===== config.mk =====
export PLATFORM = sky130hd
export DESIGN_NAME = clock_reset_sequencer_flat
export DESIGN_NICKNAME = d
export VERILOG_FILES = /design/src/rtl/clock_reset_sequencer_if.sv /design/src/rtl/clock_reset_sequencer.sv /design/src/flat_wrapper.sv
export SDC_FILE = /design/constraint.sdc
export NUM_CORES = 1
export LEC_CHECK = 0
export ABC_AREA = 1
export BUFFER_PORTS_ARGS = -buffer_cell sky130_fd_sc_hd__buf_2
export CORE_MARGIN = 5
export CORE_UTILIZATION = 50
export DETAILED_ROUTE_END_ITERATION = 8
export PLACE_DENSITY = 0.84
export SYNTH_ARGS = -nofsm -noshare
export SYNTH_HDL_FRONTEND = slang
export SYNTH_SLANG_ARGS = --single-unit

===== constraint.sdc =====
create_clock -name i_clk -period 1.35 [get_ports i_clk]
set_input_delay 0.27 -clock i_clk [delete_from_list [all_inputs] [get_ports i_clk]]
set_output_delay 0.27 -clock i_clk [all_outputs]
set_load 0.01 [all_outputs]

===== src/rtl/clock_reset_sequencer_if.sv =====
// Bundles the lock/request inputs and the six reset pairs plus status flags
// that connect the sequencer to the clocks/resets slave bridge.
interface clock_reset_sequencer_if;
  logic i_soft_reset_req;
  logic i_design_locked;
  logic i_mem_ready;

  logic o_host_interconnect_reset;
  logic o_host_interconnect_resetn;
  logic o_mem_interconnect_reset;
  logic o_mem_interconnect_resetn;
  logic o_design_interconnect_reset;
  logic o_design_interconnect_resetn;
  logic o_host_peripheral_reset;
  logic o_host_peripheral_resetn;
  logic o_mem_peripheral_reset;
  logic o_mem_peripheral_resetn;
  logic o_design_peripheral_reset;
  logic o_design_peripheral_resetn;

  logic o_busy;
  logic o_done;
  logic o_timeout;

  // Sequencer side
  modport master (
    input  i_soft_reset_req, i_design_locked, i_mem_ready,
    output o_host_interconnect_reset, o_host_interconnect_resetn,
           o_mem_interconnect_reset, o_mem_interconnect_resetn,
           o_design_interconnect_reset, o_design_interconnect_resetn,
           o_host_peripheral_reset, o_host_peripheral_resetn,
           o_mem_peripheral_reset, o_mem_peripheral_resetn,
           o_design_peripheral_reset, o_design_peripheral_resetn,
           o_busy, o_done, o_timeout
  );

  // Consumer side (bridge / lock sources)
  modport slave (
    output i_soft_reset_req, i_design_locked, i_mem_ready,
    input  o_host_interconnect_reset, o_host_interconnect_resetn,
           o_mem_interconnect_reset, o_mem_interconnect_resetn,
           o_design_interconnect_reset, o_design_interconnect_resetn,
           o_host_peripheral_reset, o_host_peripheral_resetn,
           o_mem_peripheral_reset, o_mem_peripheral_resetn,
           o_design_peripheral_reset, o_design_peripheral_resetn,
           o_busy, o_done, o_timeout
  );
endinterface


===== src/rtl/clock_reset_sequencer.sv =====
// Reset sequencer for the host/memory/design reset pairs.
//
//   state     | meaning
//   ----------+-------------------------------------------------------
//   ASSERT    | all resets asserted, counting the minimum hold time
//   WAIT_LOCK | hold done, waiting for MMCM lock and memory calibration
//   RELEASE   | releasing one reset per STAGE_GAP cycles, fixed order
//   DONE      | all resets released; lock loss restarts the sequence
//   ERROR     | lock wait timed out; resets held until soft/hard reset
//
// Release mask bit order: 0 host_ic, 1 mem_ic, 2 design_ic,
// 3 host_periph, 4 mem_periph, 5 design_periph. reset = ~mask, resetn = mask.
module clock_reset_sequencer #(
  parameter int HOLD_CYCLES  = 16,
  parameter int STAGE_GAP    = 4,
  parameter int LOCK_TIMEOUT = 4096
) (
  input  logic                           i_clk,
  input  logic                           i_reset,
  clock_reset_sequencer_if.master        bus
);

  localparam int MAX_HG = (HOLD_CYCLES > STAGE_GAP) ? HOLD_CYCLES : STAGE_GAP;
  localparam int MAX_C  = (MAX_HG > LOCK_TIMEOUT) ? MAX_HG : LOCK_TIMEOUT;
  localparam int CW     = ($clog2(MAX_C) < 1) ? 1 : $clog2(MAX_C);

  localparam logic [CW-1:0] HOLD_LAST = CW'(HOLD_CYCLES - 1);
  localparam logic [CW-1:0] GAP_LAST  = CW'(STAGE_GAP - 1);
  localparam logic [CW-1:0] LOCK_LAST = CW'(LOCK_TIMEOUT - 1);
  localparam logic [CW-1:0] CNT_ONE   = CW'(1);

  typedef enum logic [2:0] {
    S_ASSERT    = 3'd0,
    S_WAIT_LOCK = 3'd1,
    S_RELEASE   = 3'd2,
    S_DONE      = 3'd3,
    S_ERROR     = 3'd4
  } state_t;

  state_t          state_q;
  logic [CW-1:0]   cnt_q;
  logic [5:0]      mask_q;
  logic            busy_q;
  logic            done_q;
  logic            timeout_q;
  logic            locks_ok;

  assign locks_ok = bus.i_design_locked & bus.i_mem_ready;

  // Sequencer FSM: priority is hard reset, soft request, lock loss, progression
  always_ff @(posedge i_clk) begin
    if (i_reset) begin
      state_q   <= S_ASSERT;
      cnt_q     <= '0;
      mask_q    <= '0;
      busy_q    <= 1'b1;
      done_q    <= 1'b0;
      timeout_q <= 1'b0;
    end else if (bus.i_soft_reset_req) begin
      state_q   <= S_ASSERT;
      cnt_q     <= '0;
      mask_q    <= '0;
      busy_q    <= 1'b1;
      done_q    <= 1'b0;
      timeout_q <= 1'b0;
    end else if ((state_q == S_RELEASE || state_q == S_DONE) && !locks_ok) begin
      state_q <= S_ASSERT;
      cnt_q   <= '0;
      mask_q  <= '0;
      busy_q  <= 1'b1;
      done_q  <= 1'b0;
    end else begin
      case (state_q)
        S_ASSERT: begin
          mask_q <= '0;
          if (cnt_q == HOLD_LAST) begin
            state_q <= S_WAIT_LOCK;
            cnt_q   <= '0;
          end else begin
            cnt_q <= cnt_q + CNT_ONE;
          end
        end
        S_WAIT_LOCK: begin
          if (locks_ok) begin
            state_q <= S_RELEASE;
            mask_q  <= 6'b000001;
            cnt_q   <= '0;
          end else if (cnt_q == LOCK_LAST) begin
            state_q   <= S_ERROR;
            cnt_q     <= '0;
            timeout_q <= 1'b1;
          end else begin
            cnt_q <= cnt_q + CNT_ONE;
          end
        end
        S_RELEASE: begin
          if (cnt_q == GAP_LAST) begin
            cnt_q <= '0;
            if (mask_q[5]) begin
              state_q <= S_DONE;
              busy_q  <= 1'b0;
              done_q  <= 1'b1;
            end else begin
              mask_q <= {mask_q[4:0], 1'b1};
            end
          end else begin
            cnt_q <= cnt_q + CNT_ONE;
          end
        end
        S_DONE: begin
          mask_q <= 6'b111111;
          busy_q <= 1'b0;
          done_q <= 1'b1;
        end
        S_ERROR: begin
          mask_q    <= '0;
          busy_q    <= 1'b1;
          done_q    <= 1'b0;
          timeout_q <= 1'b1;
        end
        default: begin
          state_q <= S_ASSERT;
          cnt_q   <= '0;
          mask_q  <= '0;
          busy_q  <= 1'b1;
          done_q  <= 1'b0;
        end
      endcase
    end
  end

  // Reset pairs are straight inversions of the registered mask, so reset == ~resetn always
  assign bus.o_host_interconnect_reset    = ~mask_q[0];
  assign bus.o_host_interconnect_resetn   =  mask_q[0];
  assign bus.o_mem_interconnect_reset     = ~mask_q[1];
  assign bus.o_mem_interconnect_resetn    =  mask_q[1];
  assign bus.o_design_interconnect_reset  = ~mask_q[2];
  assign bus.o_design_interconnect_resetn =  mask_q[2];
  assign bus.o_host_peripheral_reset      = ~mask_q[3];
  assign bus.o_host_peripheral_resetn     =  mask_q[3];
  assign bus.o_mem_peripheral_reset       = ~mask_q[4];
  assign bus.o_mem_peripheral_resetn      =  mask_q[4];
  assign bus.o_design_peripheral_reset    = ~mask_q[5];
  assign bus.o_design_peripheral_resetn   =  mask_q[5];

  assign bus.o_busy    = busy_q;
  assign bus.o_done    = done_q;
  assign bus.o_timeout = timeout_q;

endmodule


===== src/flat_wrapper.sv =====
// flat-port wrapper written by rule: the top's interface ports become plain ports
module clock_reset_sequencer_flat 
#(
  parameter int HOLD_CYCLES  = 16,
  parameter int STAGE_GAP    = 4,
  parameter int LOCK_TIMEOUT = 4096
)
  (i_clk, i_reset, bus_i_soft_reset_req, bus_i_design_locked, bus_i_mem_ready, bus_o_host_interconnect_reset, bus_o_host_interconnect_resetn, bus_o_mem_interconnect_reset, bus_o_mem_interconnect_resetn, bus_o_design_interconnect_reset, bus_o_design_interconnect_resetn, bus_o_host_peripheral_reset, bus_o_host_peripheral_resetn, bus_o_mem_peripheral_reset, bus_o_mem_peripheral_resetn, bus_o_design_peripheral_reset, bus_o_design_peripheral_resetn, bus_o_busy, bus_o_done, bus_o_timeout);
  clock_reset_sequencer_if bus_i ();
  input  logic i_clk;
  input  logic i_reset;
  input wire logic [$bits(bus_i.i_soft_reset_req)-1:0] bus_i_soft_reset_req;
  input wire logic [$bits(bus_i.i_design_locked)-1:0] bus_i_design_locked;
  input wire logic [$bits(bus_i.i_mem_ready)-1:0] bus_i_mem_ready;
  output wire logic [$bits(bus_i.o_host_interconnect_reset)-1:0] bus_o_host_interconnect_reset;
  output wire logic [$bits(bus_i.o_host_interconnect_resetn)-1:0] bus_o_host_interconnect_resetn;
  output wire logic [$bits(bus_i.o_mem_interconnect_reset)-1:0] bus_o_mem_interconnect_reset;
  output wire logic [$bits(bus_i.o_mem_interconnect_resetn)-1:0] bus_o_mem_interconnect_resetn;
  output wire logic [$bits(bus_i.o_design_interconnect_reset)-1:0] bus_o_design_interconnect_reset;
  output wire logic [$bits(bus_i.o_design_interconnect_resetn)-1:0] bus_o_design_interconnect_resetn;
  output wire logic [$bits(bus_i.o_host_peripheral_reset)-1:0] bus_o_host_peripheral_reset;
  output wire logic [$bits(bus_i.o_host_peripheral_resetn)-1:0] bus_o_host_peripheral_resetn;
  output wire logic [$bits(bus_i.o_mem_peripheral_reset)-1:0] bus_o_mem_peripheral_reset;
  output wire logic [$bits(bus_i.o_mem_peripheral_resetn)-1:0] bus_o_mem_peripheral_resetn;
  output wire logic [$bits(bus_i.o_design_peripheral_reset)-1:0] bus_o_design_peripheral_reset;
  output wire logic [$bits(bus_i.o_design_peripheral_resetn)-1:0] bus_o_design_peripheral_resetn;
  output wire logic [$bits(bus_i.o_busy)-1:0] bus_o_busy;
  output wire logic [$bits(bus_i.o_done)-1:0] bus_o_done;
  output wire logic [$bits(bus_i.o_timeout)-1:0] bus_o_timeout;
  assign bus_i.i_soft_reset_req = bus_i_soft_reset_req;
  assign bus_i.i_design_locked = bus_i_design_locked;
  assign bus_i.i_mem_ready = bus_i_mem_ready;
  assign bus_o_host_interconnect_reset = bus_i.o_host_interconnect_reset;
  assign bus_o_host_interconnect_resetn = bus_i.o_host_interconnect_resetn;
  assign bus_o_mem_interconnect_reset = bus_i.o_mem_interconnect_reset;
  assign bus_o_mem_interconnect_resetn = bus_i.o_mem_interconnect_resetn;
  assign bus_o_design_interconnect_reset = bus_i.o_design_interconnect_reset;
  assign bus_o_design_interconnect_resetn = bus_i.o_design_interconnect_resetn;
  assign bus_o_host_peripheral_reset = bus_i.o_host_peripheral_reset;
  assign bus_o_host_peripheral_resetn = bus_i.o_host_peripheral_resetn;
  assign bus_o_mem_peripheral_reset = bus_i.o_mem_peripheral_reset;
  assign bus_o_mem_peripheral_resetn = bus_i.o_mem_peripheral_resetn;
  assign bus_o_design_peripheral_reset = bus_i.o_design_peripheral_reset;
  assign bus_o_design_peripheral_resetn = bus_i.o_design_peripheral_resetn;
  assign bus_o_busy = bus_i.o_busy;
  assign bus_o_done = bus_i.o_done;
  assign bus_o_timeout = bus_i.o_timeout;
  clock_reset_sequencer #(.HOLD_CYCLES(HOLD_CYCLES), .STAGE_GAP(STAGE_GAP), .LOCK_TIMEOUT(LOCK_TIMEOUT)) u_core (.i_clk(i_clk), .i_reset(i_reset), .bus(bus_i));
endmodule

==> results of run 1 <==
## power breakdown
part	total (mW)	internal, mW	switching (mW)
sequential	0.716	0.712	0.00360
clock	0.391	0.165	0.226
combinational	0.0504	0.0202	0.0302
## stage by stage
step | TNS, ns | cell area, sq um | cells | hold WS [ns] | setup WS (ns)
final | -2.67 | 1910 | 294 | 0.198 | -0.209
after CTS | -0.369 | 1780 | 292 | 0.177 | -0.0496
after floorplan | 0 | 1380 | 211 | 0.432 | 0.00557
after global routing | -4.27 | 1910 | 294 | 0.211 | -0.294
after global placement | -0.321 | 1720 | 288 | 0.432 | -0.0781
after detailed placement | -0.865 | 1720 | 288 | 0.442 | -0.128
## cell usage after synthesis, types with 2 or more instances
| cell | count | area, sq um |
|---|---|---|
| nand3_1 | 12 | 60.1 |
| inv_1 | 28 | 105 |
| nor2_1 | 20 | 75.1 |
| a21oi_1 | 17 | 85.1 |
| nor2_2 | 3 | 18.8 |
| o21ai_0 | 16 | 80.1 |
| nand4_1 | 3 | 18.8 |
| xor2_1 | 2 | 17.5 |
| nand3_2 | 4 | 40.0 |
| dfxtp_1 | 24 | 480 |
| nand2_1 | 63 | 236 |
| o21ai_1 | 3 | 15.0 |
| inv_2 | 3 | 11.3 |
| nand2_2 | 2 | 12.5 |
## metal layers
metal | up-vias | track usage (%)
li1 | 780 | -
met1 | 727 | 25.3
met2 | 86 | 34.2
met3 | 23 | 3.10
met4 | 0 | 6.97
met5 | - | 0
## cell families (layout without fill, tap and decap cells)
family	after synthesis	count (layout)	share of synthesized area (%)
and+or+nand+nor	110	110	36.1
buffers and inverters	33	86	9.97
DFF	24	24	35.5
AOI/OAI and AO/OA	40	40	15.6
xor gates and xnor gates	3	3	1.94
adders and majority gates	1	1	0.923
## sequential cells by signal (all words and copies together) (netlist names)
name and cells:
u_core.state_q 3, u_core.cnt_q 12, u_core.mask_q 6, u_core.bus.o_timeout 1
u_core.bus.o_busy 1, u_core.bus.o_done 1
## worst max-delay path: cells and delay by family, from the launching register on
family | cells | cell delay (ns)
compound gates | 1 | 0.12
fa+ha+maj | 1 | 0.16
buf+inv | 1 | 0.04
flops | 1 | 0.38
simple gates | 7 | 0.76
## cell type report
| type | instances | area [sq um] | share of cell area (%) |
|---|---|---|---|
| Sequential cell | 24 | 488 | 25.5 |
| Clock buffer | 4 | 36.3 | 1.90 |
| Timing Repair Buffer | 51 | 359 | 18.8 |
| Inverter | 31 | 116 | 6.09 |
| Tap cell | 30 | 37.5 | 1.96 |
| Multi-Input combinational cell | 154 | 873 | 45.7 |
## timing repair
| action | 4_1_cts | 5_1_grt |
|---|---|---|
| pin swaps | 2 | 10 |
| resized for setup | 9 | 35 |
| hold buffers | 0 | 0 |
| endpoints found under the setup margin | 20 | 24 |
| buffers inserted | 0 | 2 |
## final timing paths
| check | start | endpoint | slack (ns) |
|---|---|---|---|
| worst max-delay path | u_core.cnt_q[0] | u_core.cnt_q[4] | -0.21 |
| worst max register to register | u_core.cnt_q[0] | u_core.cnt_q[4] | -0.21 |
| worst min-delay path | i_reset | u_core.bus.o_timeout | 0.20 |
| worst min register to register | u_core.bus.o_busy | u_core.bus.o_busy | 0.48 |
==> reports/qor.csv, run 1 <==
metric,value,unit
worst-path fanout max,11,
P_leak,0.867,nW
routed wl met2,2090,microns
status,"complete, but fails checks",
Post-Syn Area,1360,sq um
"Hold Vio Cnt, Final",0,
PnR Total Power,1.16,mW
CP cell instances,ha_4 > nand3_2 > nor2_1 > nand2_1 > nand2_2 > nand3_4 > o21ai_1 > nand2_1 > nand2_1 > inv_1,
post-DR wirelength/cell,14.5,microns
die height,62.1,microns
Inserted Clock Buffers,3,
Root Buffer,clkbuf_4,
H-tree depth,1,
Fill cells,188,
antenna cells,0,
Max IR drop VDD,619,uV
Core Region,2540,sq um
CTS tree,built,
DRT Wirelength,4260,microns
sequential fraction of the synthesis area,35.5,%
share of layout cells above drive strength 1,37.9,%
I/O Buffers,19,
I/O pin cnt,20,
drt initial violations,120,
RSZ-0062 raised after global routing,yes,
Final HPWL DP,2530,microns
DR pass1 iterations,4,
delay of the slowest cell on the worst path,0.38,ns
vias per cell,5.50,
mean area per synthesized cell,6.42,sq um
"EDFF count, synth",0,
GRT Total Usage,20.0,%
largest net degree at the start of global routing,14,
Required @ worst endpoint,1.59,ns
drt drc,0,
worst-margin pin slew,0.314,ns
post-synthesis cell type count,25,
Mapped Cells,211,
Reg2Reg Depth,10,
most frequent CP cell,nand2_1,
crit path DAT,1.80,ns
pwr dens,606,nW/um^2
HP Class,in -> reg,
clk slew on worst S/H paths,0.13,ns
failing checks,setup timing,
initial antenna violation count,0,
max_cap viols,0,
GP Congestion,0.875,
"commonest non-fill, non-tap cell in the layout",nand2_1,
area grow syn2layout,41.0,%
GRT Residual Overflow,0,
startpoint types,flip-flop,
critical path class,reg -> reg,
Post-Route M1 WL,1720,microns
register bit total from synthesis,24,
Max Slew Vio Count,0,
CTS max path bufs,2,
Final Cycle Share,116,%
NumNets Final,271,
syn_nets,217,
Placement Rows,18,
post-layout minimum cycle time,1.56,ns
Crit-path slowest cell,dfxtp_2,
Synth Warn #,0,
hold path depth,4,
DIE AREA,3850,sq um
max_slew headroom,79.0,%
Top Layer Used,met4,
Worst setup EP type,flip-flop,
DR WL met3,276,microns
most frequent cells in the layout,"nand2_1 (56), inv_1 (28), buf_4 (28), buf_2 (19), dfxtp_1 (18)",
DRT antenna net count,0,
CTS sink count,24,
setup violators final,23,
skew final,0.00730,ns
Max Clk Rate,0.641,GHz
Die Width,62.1,microns
Synth Flop Type,dfxtp_1,
Worst-Skew Late Latency,0.33,ns
first-pass GRT wire length,5820,microns
number of global-route vias before repair,1403,
Vias,1616,
"Async S/R FF share, synth",0,%
Layout Utilization,75.1,%
initial core utilization,53.2,%
final worst slack,-0.209,ns
(Power assumes the default switching activity.)
==> inputs of run 2 (changes only) <==
- CORE_MARGIN: 5 -> default
==> reports/qor.csv, run 2 (same netlist as run 1, synthesis figures left out) <==
metric,value,unit,change
CTS max path bufs,2,,unchanged
skew final,0.00318,ns,-0.00413 ns
Fill cells,120,,-36%
Required @ worst endpoint,1.61,ns,+0.02 ns
Inserted Clock Buffers,3,,unchanged
CTS sink count,24,,unchanged
die height,54.1,microns,-13%
clk slew on worst S/H paths,0.14,ns,about the same
worst-margin pin slew,0.350,ns,+0.0360 ns
PnR Total Power,1.20,mW,+3.7%
setup violators final,24,,+4.3%
DIE AREA,2920,sq um,-24%
DRT antenna net count,0,,unchanged
global routing met2 resource utilization,53.3,%,+19 points
startpoint types,flip-flop,,
pwr dens,547,nW/um^2,-9.6%
largest net degree at the start of global routing,14,,unchanged
I/O Buffers,19,,unchanged
crit path DAT,2.00,ns,+0.20 ns
initial core utilization,53.7,%,+0.48 points
Largest regs,"u_core.cnt_q x12, u_core.mask_q x6, u_core.state_q x3",,
final worst slack,-0.390,ns,-0.181 ns
post-layout minimum cycle time,1.74,ns,+0.181 ns
most used routing layer,met2,,
worst-path fanout max,6,,-5
Final HPWL DP,2520,microns,-0.21%
GRT Residual Overflow,0,,unchanged
post-DR wirelength/cell,20.0,microns,+38%
Max IR drop VDD,815,uV,+32%
max reg flops,12,,unchanged
"commonest non-fill, non-tap cell in the layout",nand2_1,,
NumNets Final,285,,+5.2%
status,"complete, but fails checks",,
H-tree depth,1,,unchanged
"Hold Vio Cnt, Final",0,,unchanged
Worst-Skew Late Latency,0.35,ns,+0.02 ns
drt drc,0,,unchanged
Crit-path slowest cell,dfxtp_1,,
RSZ-0062 raised after global routing,yes,,
crit path buf inv count,2,,+1
GP Congestion,0.914,,+4.4%
Max Clk Rate,0.575,GHz,-10%
Placement Rows,18,,unchanged
CP cell instances,nand2_1 > nor2_4 > nand3_4 > nand3_4 > nand3_4 > buf_4 > o21ai_1 > nand2_1 > nand2_1 > inv_1,,
GRT Total Usage,30.6,%,+11 points
area grow syn2layout,61.8,%,
max_slew headroom,76.6,%,-2.4 points
initial antenna violation count,0,,unchanged
max_cap viols,0,,unchanged
GRT met3 Usage,3.95,%,+0.86 points
I/O pin cnt,20,,unchanged
Root Buffer,clkbuf_4,,
Inst Count DP,294,,+2.1%
vias per cell,6.25,,+14%
family with the most delay on the worst path,simple AND/OR/NAND/NOR gates,,
failing checks,setup timing,,
delay of the slowest cell on the worst path,0.46,ns,+0.08 ns
HP Class,in -> reg,,
setup tns final,-5.93,ns,-3.26 ns
Max Slew Vio Count,0,,unchanged
Worst setup EP type,flip-flop,,
Core Region,2520,sq um,-0.88%
number of global-route vias before repair,1470,,+4.8%
CTS tree,built,,
antenna cells,0,,unchanged
non-filler cells in the finished layout,308,,+4.8%
drt initial violations,127,,+5.8%
met1 GRT Util,39.1,%,+14 points
first-pass GRT wire length,6410,microns,+10%
Vias,1924,,+19%
Final Cycle Share,129,%,+13 points
Multi-input gate area,1020,sq um,+16%
DRT Wirelength,6170,microns,+45%
share of layout cells above drive strength 1,51.4,%,+14 points
most frequent cells in the layout,"nand2_1 (48), buf_4 (32), inv_1 (27), buf_2 (19), dfxtp_1 (16)",,
sequential cell area,490,sq um,+0.51%
P_leak,0.948,nW,+9.4%
largest reg by FF count,u_core.cnt_q,,
DR pass1 iterations,5,,+1
Die Width,54.1,microns,-13%
critical path class,reg -> reg,,
-- run 2: area by class of cell --
class,count,share of cell area [%]
Tap cell,30,1.71
Multi-Input combinational cell,154,46.3
Sequential cell,24,22.4
Timing Repair Buffer,65,22.5
Clock buffer,4,1.66
Inverter,31,5.42
-- run 2: what timing repair did --
action                     in CTS  in global routing
setup endpoints to repair      21                 24
resized for setup              16                 79
hold buffers                    0                  0
pin swaps                      10                 23
setup buffers                   1                  9
-- run 2: metal layers --
layer  vias to the layer above  share of wire (%)
met5                         -                  0
li1                        811                  -
met3                        58                 12
met4                         0                7.1
met2                       176                 46
met1                       879                 35
-- run 2: worst reg2reg max path: stages (launching register included) --
cell and delay (ns):
dfxtp_1 0.46, nand2_1 0.15, nor2_4 0.19, nand3_4 0.13, nand3_4 0.11, nand3_4 0.14, buf_4 0.16, o21ai_1 0.07
nand2_1 0.09, nand2_1 0.08, inv_1 0.06
-- run 2: where the power goes --
group	switching, mW	internal (mW)	leakage [nW]
combinational	0.0392	0.0230	0.730
clock	0.256	0.166	0.0210
sequential	0.00356	0.712	0.197
-- run 2: metrics by stage --
stage / hold slack, ns / utilization [%] / instance area (sq um) / worst slack, ns
4_1_cts: 0.181 / 74.0 / 1870 / -0.116
2_1_floorplan: 0.432 / - / 1380 / 0.00557
3_3_place_gp: 0.432 / 69.8 / 1760 / -0.0717
6_report: 0.282 / 86.9 / 2190 / -0.390
3_5_place_dp: 0.448 / 69.8 / 1760 / -0.158
5_1_grt: 0.261 / 86.9 / 2190 / -0.375
-- run 2: worst paths after layout --
check	depth (start not counted)	slack, ns	end	startpoint
worst max-delay path	10	-0.39	u_core.cnt_q[4]	u_core.cnt_q[5]
worst min-delay path	4	0.28	u_core.bus.o_timeout	bus_i_soft_reset_req
worst min register to register	2	0.51	u_core.bus.o_done	u_core.bus.o_done
worst max register to register	10	-0.39	u_core.cnt_q[4]	u_core.cnt_q[5]
==> inputs of run 3 (changes only) <==
- CORE_UTILIZATION: 50 -> 37
- PLACE_DENSITY: 0.84 -> 0.68
- REMOVE_ABC_BUFFERS: default -> 1
==> reports/qor.csv, run 3 (same netlist as run 1, synthesis figures left out) <==
metric,value,unit,change
status,"complete, but fails checks",,
failing checks,setup timing,,
largest reg by FF count,u_core.cnt_q,,
cts hold-fix bufs,0,,unchanged
first-pass GRT wire length,6220,microns,-2.9%
delay of the slowest cell on the worst path,0.38,ns,-0.08 ns
largest net degree at the start of global routing,13,,-1
startpoint types,flip-flop,,
Worst setup EP type,flip-flop,,
share of layout cells above drive strength 1,43.2,%,-8.3 points
H-tree depth,1,,unchanged
Switching Share,23.2,%,-1.7 points
antenna cells,0,,unchanged
setup tns final,-1.70,ns,+4.23 ns
most frequent cells in the layout,"nand2_1 (54), buf_4 (43), inv_1 (27), buf_2 (19), dfxtp_1 (17)",,
DRT antenna net count,0,,unchanged
Inserted Clock Buffers,3,,unchanged
clock group share of total power,29.9,%,-5.3 points
worst-path fanout max,6,,unchanged
R2R Setup Slk,-0.15,ns,+0.24 ns
HP Class,in -> reg,,
"commonest non-fill, non-tap cell in the layout",nand2_1,,
post-DR wirelength/cell,11.8,microns,-41%
cell-internal power,0.836,mW,-7.2%
hold path endpoint,u_core.bus.o_timeout,,
Crit-path slowest cell,dfxtp_2,,
initial antenna violation count,0,,unchanged
worst-margin pin slew,0.322,ns,-0.0274 ns
CTS tree,built,,
CTS sink count,24,,unchanged
reg-to-reg startpoint,u_core.cnt_q[0],,
die height,62.5,microns,+16%
P_leak,0.934,nW,-1.5%
crit path DAT,1.74,ns,-0.26 ns
vias per cell,4.87,,-22%
drt initial violations,88,,-31%
DIE AREA,3910,sq um,+34%
max_slew headroom,78.3,%,+1.7 points
"Hold Vio Cnt, Final",0,,unchanged
Worst Hold Margin,0.201,ns,-0.0801 ns
Final HPWL DP,2470,microns,-2.1%
CTS max path bufs,2,,unchanged
DR pass1 iterations,4,,-1
Reg2Reg Depth,11,,+1
most frequent CP cell,nand2_1,,
Post-DP Area,1770,sq um,+0.28%
clk slew on worst S/H paths,0.13,ns,about the same
PnR Total Power,1.09,mW,-9.3%
max reg flops,12,,unchanged
CP cell instances,ha_4 > nand3_2 > nor2_1 > nand2_1 > nand2_2 > buf_4 > nand3_4 > o21ai_1 > nand2_1 > nand2_1 > inv_1,,
Final Cycle Share,111,%,-17 points
Root Buffer,clkbuf_4,,
number of global-route vias before repair,1470,,unchanged
final worst slack,-0.154,ns,+0.236 ns
drt drc,0,,unchanged
Vias,1578,,-18%
Max IR drop VDD,416,uV,-49%
I/O Buffers,19,,unchanged
GRT Total Usage,19.7,%,-11 points
net switching power,0.252,mW,-15%
Worst-Skew Late Latency,0.32,ns,-0.03 ns
Core Region,3420,sq um,+35%
Inst Count DP,311,,+5.8%
skew final,0.00692,ns,+0.00374 ns
area grow syn2layout,52.4,%,
crit path buf inv count,2,,unchanged
pwr dens,527,nW/um^2,-3.7%
Largest regs,"u_core.cnt_q x12, u_core.mask_q x6, u_core.state_q x3",,
Max Clk Rate,0.665,GHz,+16%
post-layout minimum cycle time,1.50,ns,-0.236 ns
Seq pwr share,65.4,%,+5.7 points
hold path depth,4,,unchanged
max_cap viols,0,,unchanged
fin area,2060,sq um,-5.8%
setup violators final,22,,-8.3%
R2R Path End,u_core.cnt_q[4],,
Die Width,62.5,microns,+16%
critical path class,reg -> reg,,
family with the most delay on the worst path,simple AND/OR/NAND/NOR gates,,
non-filler cells in the finished layout,324,,+5.2%
combinational fraction of design power,4.7,%,-0.5 points
RSZ-0062 raised after global routing,yes,,
GP Congestion,0.834,,-8.7%
Max Slew Vio Count,0,,unchanged
DRT Wirelength,3820,microns,-38%
I/O pin cnt,20,,unchanged
worst hold path startpoint,bus_i_soft_reset_req,,
Required @ worst endpoint,1.59,ns,-0.02 ns
GRT Residual Overflow,0,,unchanged
Placement Rows,21,,+3
NumNets Final,286,,+0.35%
initial core utilization,39.7,%,-14 points
==> run 3: changes by cell type in the layout (fill, tap and decap cells not counted), sizes merged <==
cell,previous run,this run
clkbuf,4,3
nand3,16,17
==> run 3: worst max path at each step <==
| stage | startpoint | end | slack, ns | cells after the start |
|---|---|---|---|---|
| after floorplan | u_core.cnt_q[0] | u_core.cnt_q[4] | -0.07 | 10 |
| after global placement | u_core.cnt_q[0] | u_core.cnt_q[4] | -0.15 | 10 |
| after detailed placement | u_core.cnt_q[1] | u_core.cnt_q[4] | -0.21 | 10 |
| after CTS | u_core.cnt_q[0] | u_core.state_q[0] | -0.05 | 10 |
| after global routing | u_core.cnt_q[10] | u_core.cnt_q[3] | -0.25 | 11 |
| final | u_core.cnt_q[0] | u_core.cnt_q[4] | -0.15 | 11 |
==> run 3: through the flow <==
stage | worst slack (ns) | utilization [%]
finish | -0.154 | 60.4
global route | -0.255 | 60.4
CTS | -0.0468 | 54.9
detailed placement | -0.214 | 51.7
global placement | -0.148 | 51.7
floorplan | -0.0729 | -
==> run 3: power by group through the flow <==
stage | registers, mW | clock network (mW) | logic [mW]
6_report | 0.712 | 0.325 | 0.0515
5_1_grt | 0.713 | 0.367 | 0.0578
4_1_cts | 0.716 | 0.335 | 0.0499
3_5_place_dp | 0.729 | 0 | 0.0480
3_3_place_gp | 0.729 | 0 | 0.0478
2_1_floorplan | 0.730 | 0 | 0.0193
==> run 3: layout make-up <==
| cell class | instances | area, sq um |
|---|---|---|
| clock buffer | 3 | 22.5 |
| multi-input combinational | 155 | 911 |
| sequential | 24 | 494 |
| timing repair buffer | 65 | 460 |
| inverter | 31 | 119 |
| tap | 46 | 57.6 |
| fill | 318 | 1350 |
==> run 3: per-layer routing <==
layer | GRT usage (%) | share of wire, % | vias to the layer above
li1 | - | - | 812
met1 | 25.3 | 44 | 710
met2 | 33.2 | 49 | 47
met3 | 2.92 | 4.6 | 9
met4 | 6.98 | 1.5 | 0
met5 | 0 | 0 | -
==> run 3: tightest hold or removal path, stage by stage <==
cell and delay (ns):
buf_2 0.08, nor2_1 0.04, nand2_1 0.05, nand2_1 0.05
==> run 3: repair_timing <==
item / CTS / global route
cloned: 1 / 0
setup buffers: 0 / 9
gates resized for setup: 20 / 38
setup endpoints to repair: 22 / 24
pin swaps: 7 / 11
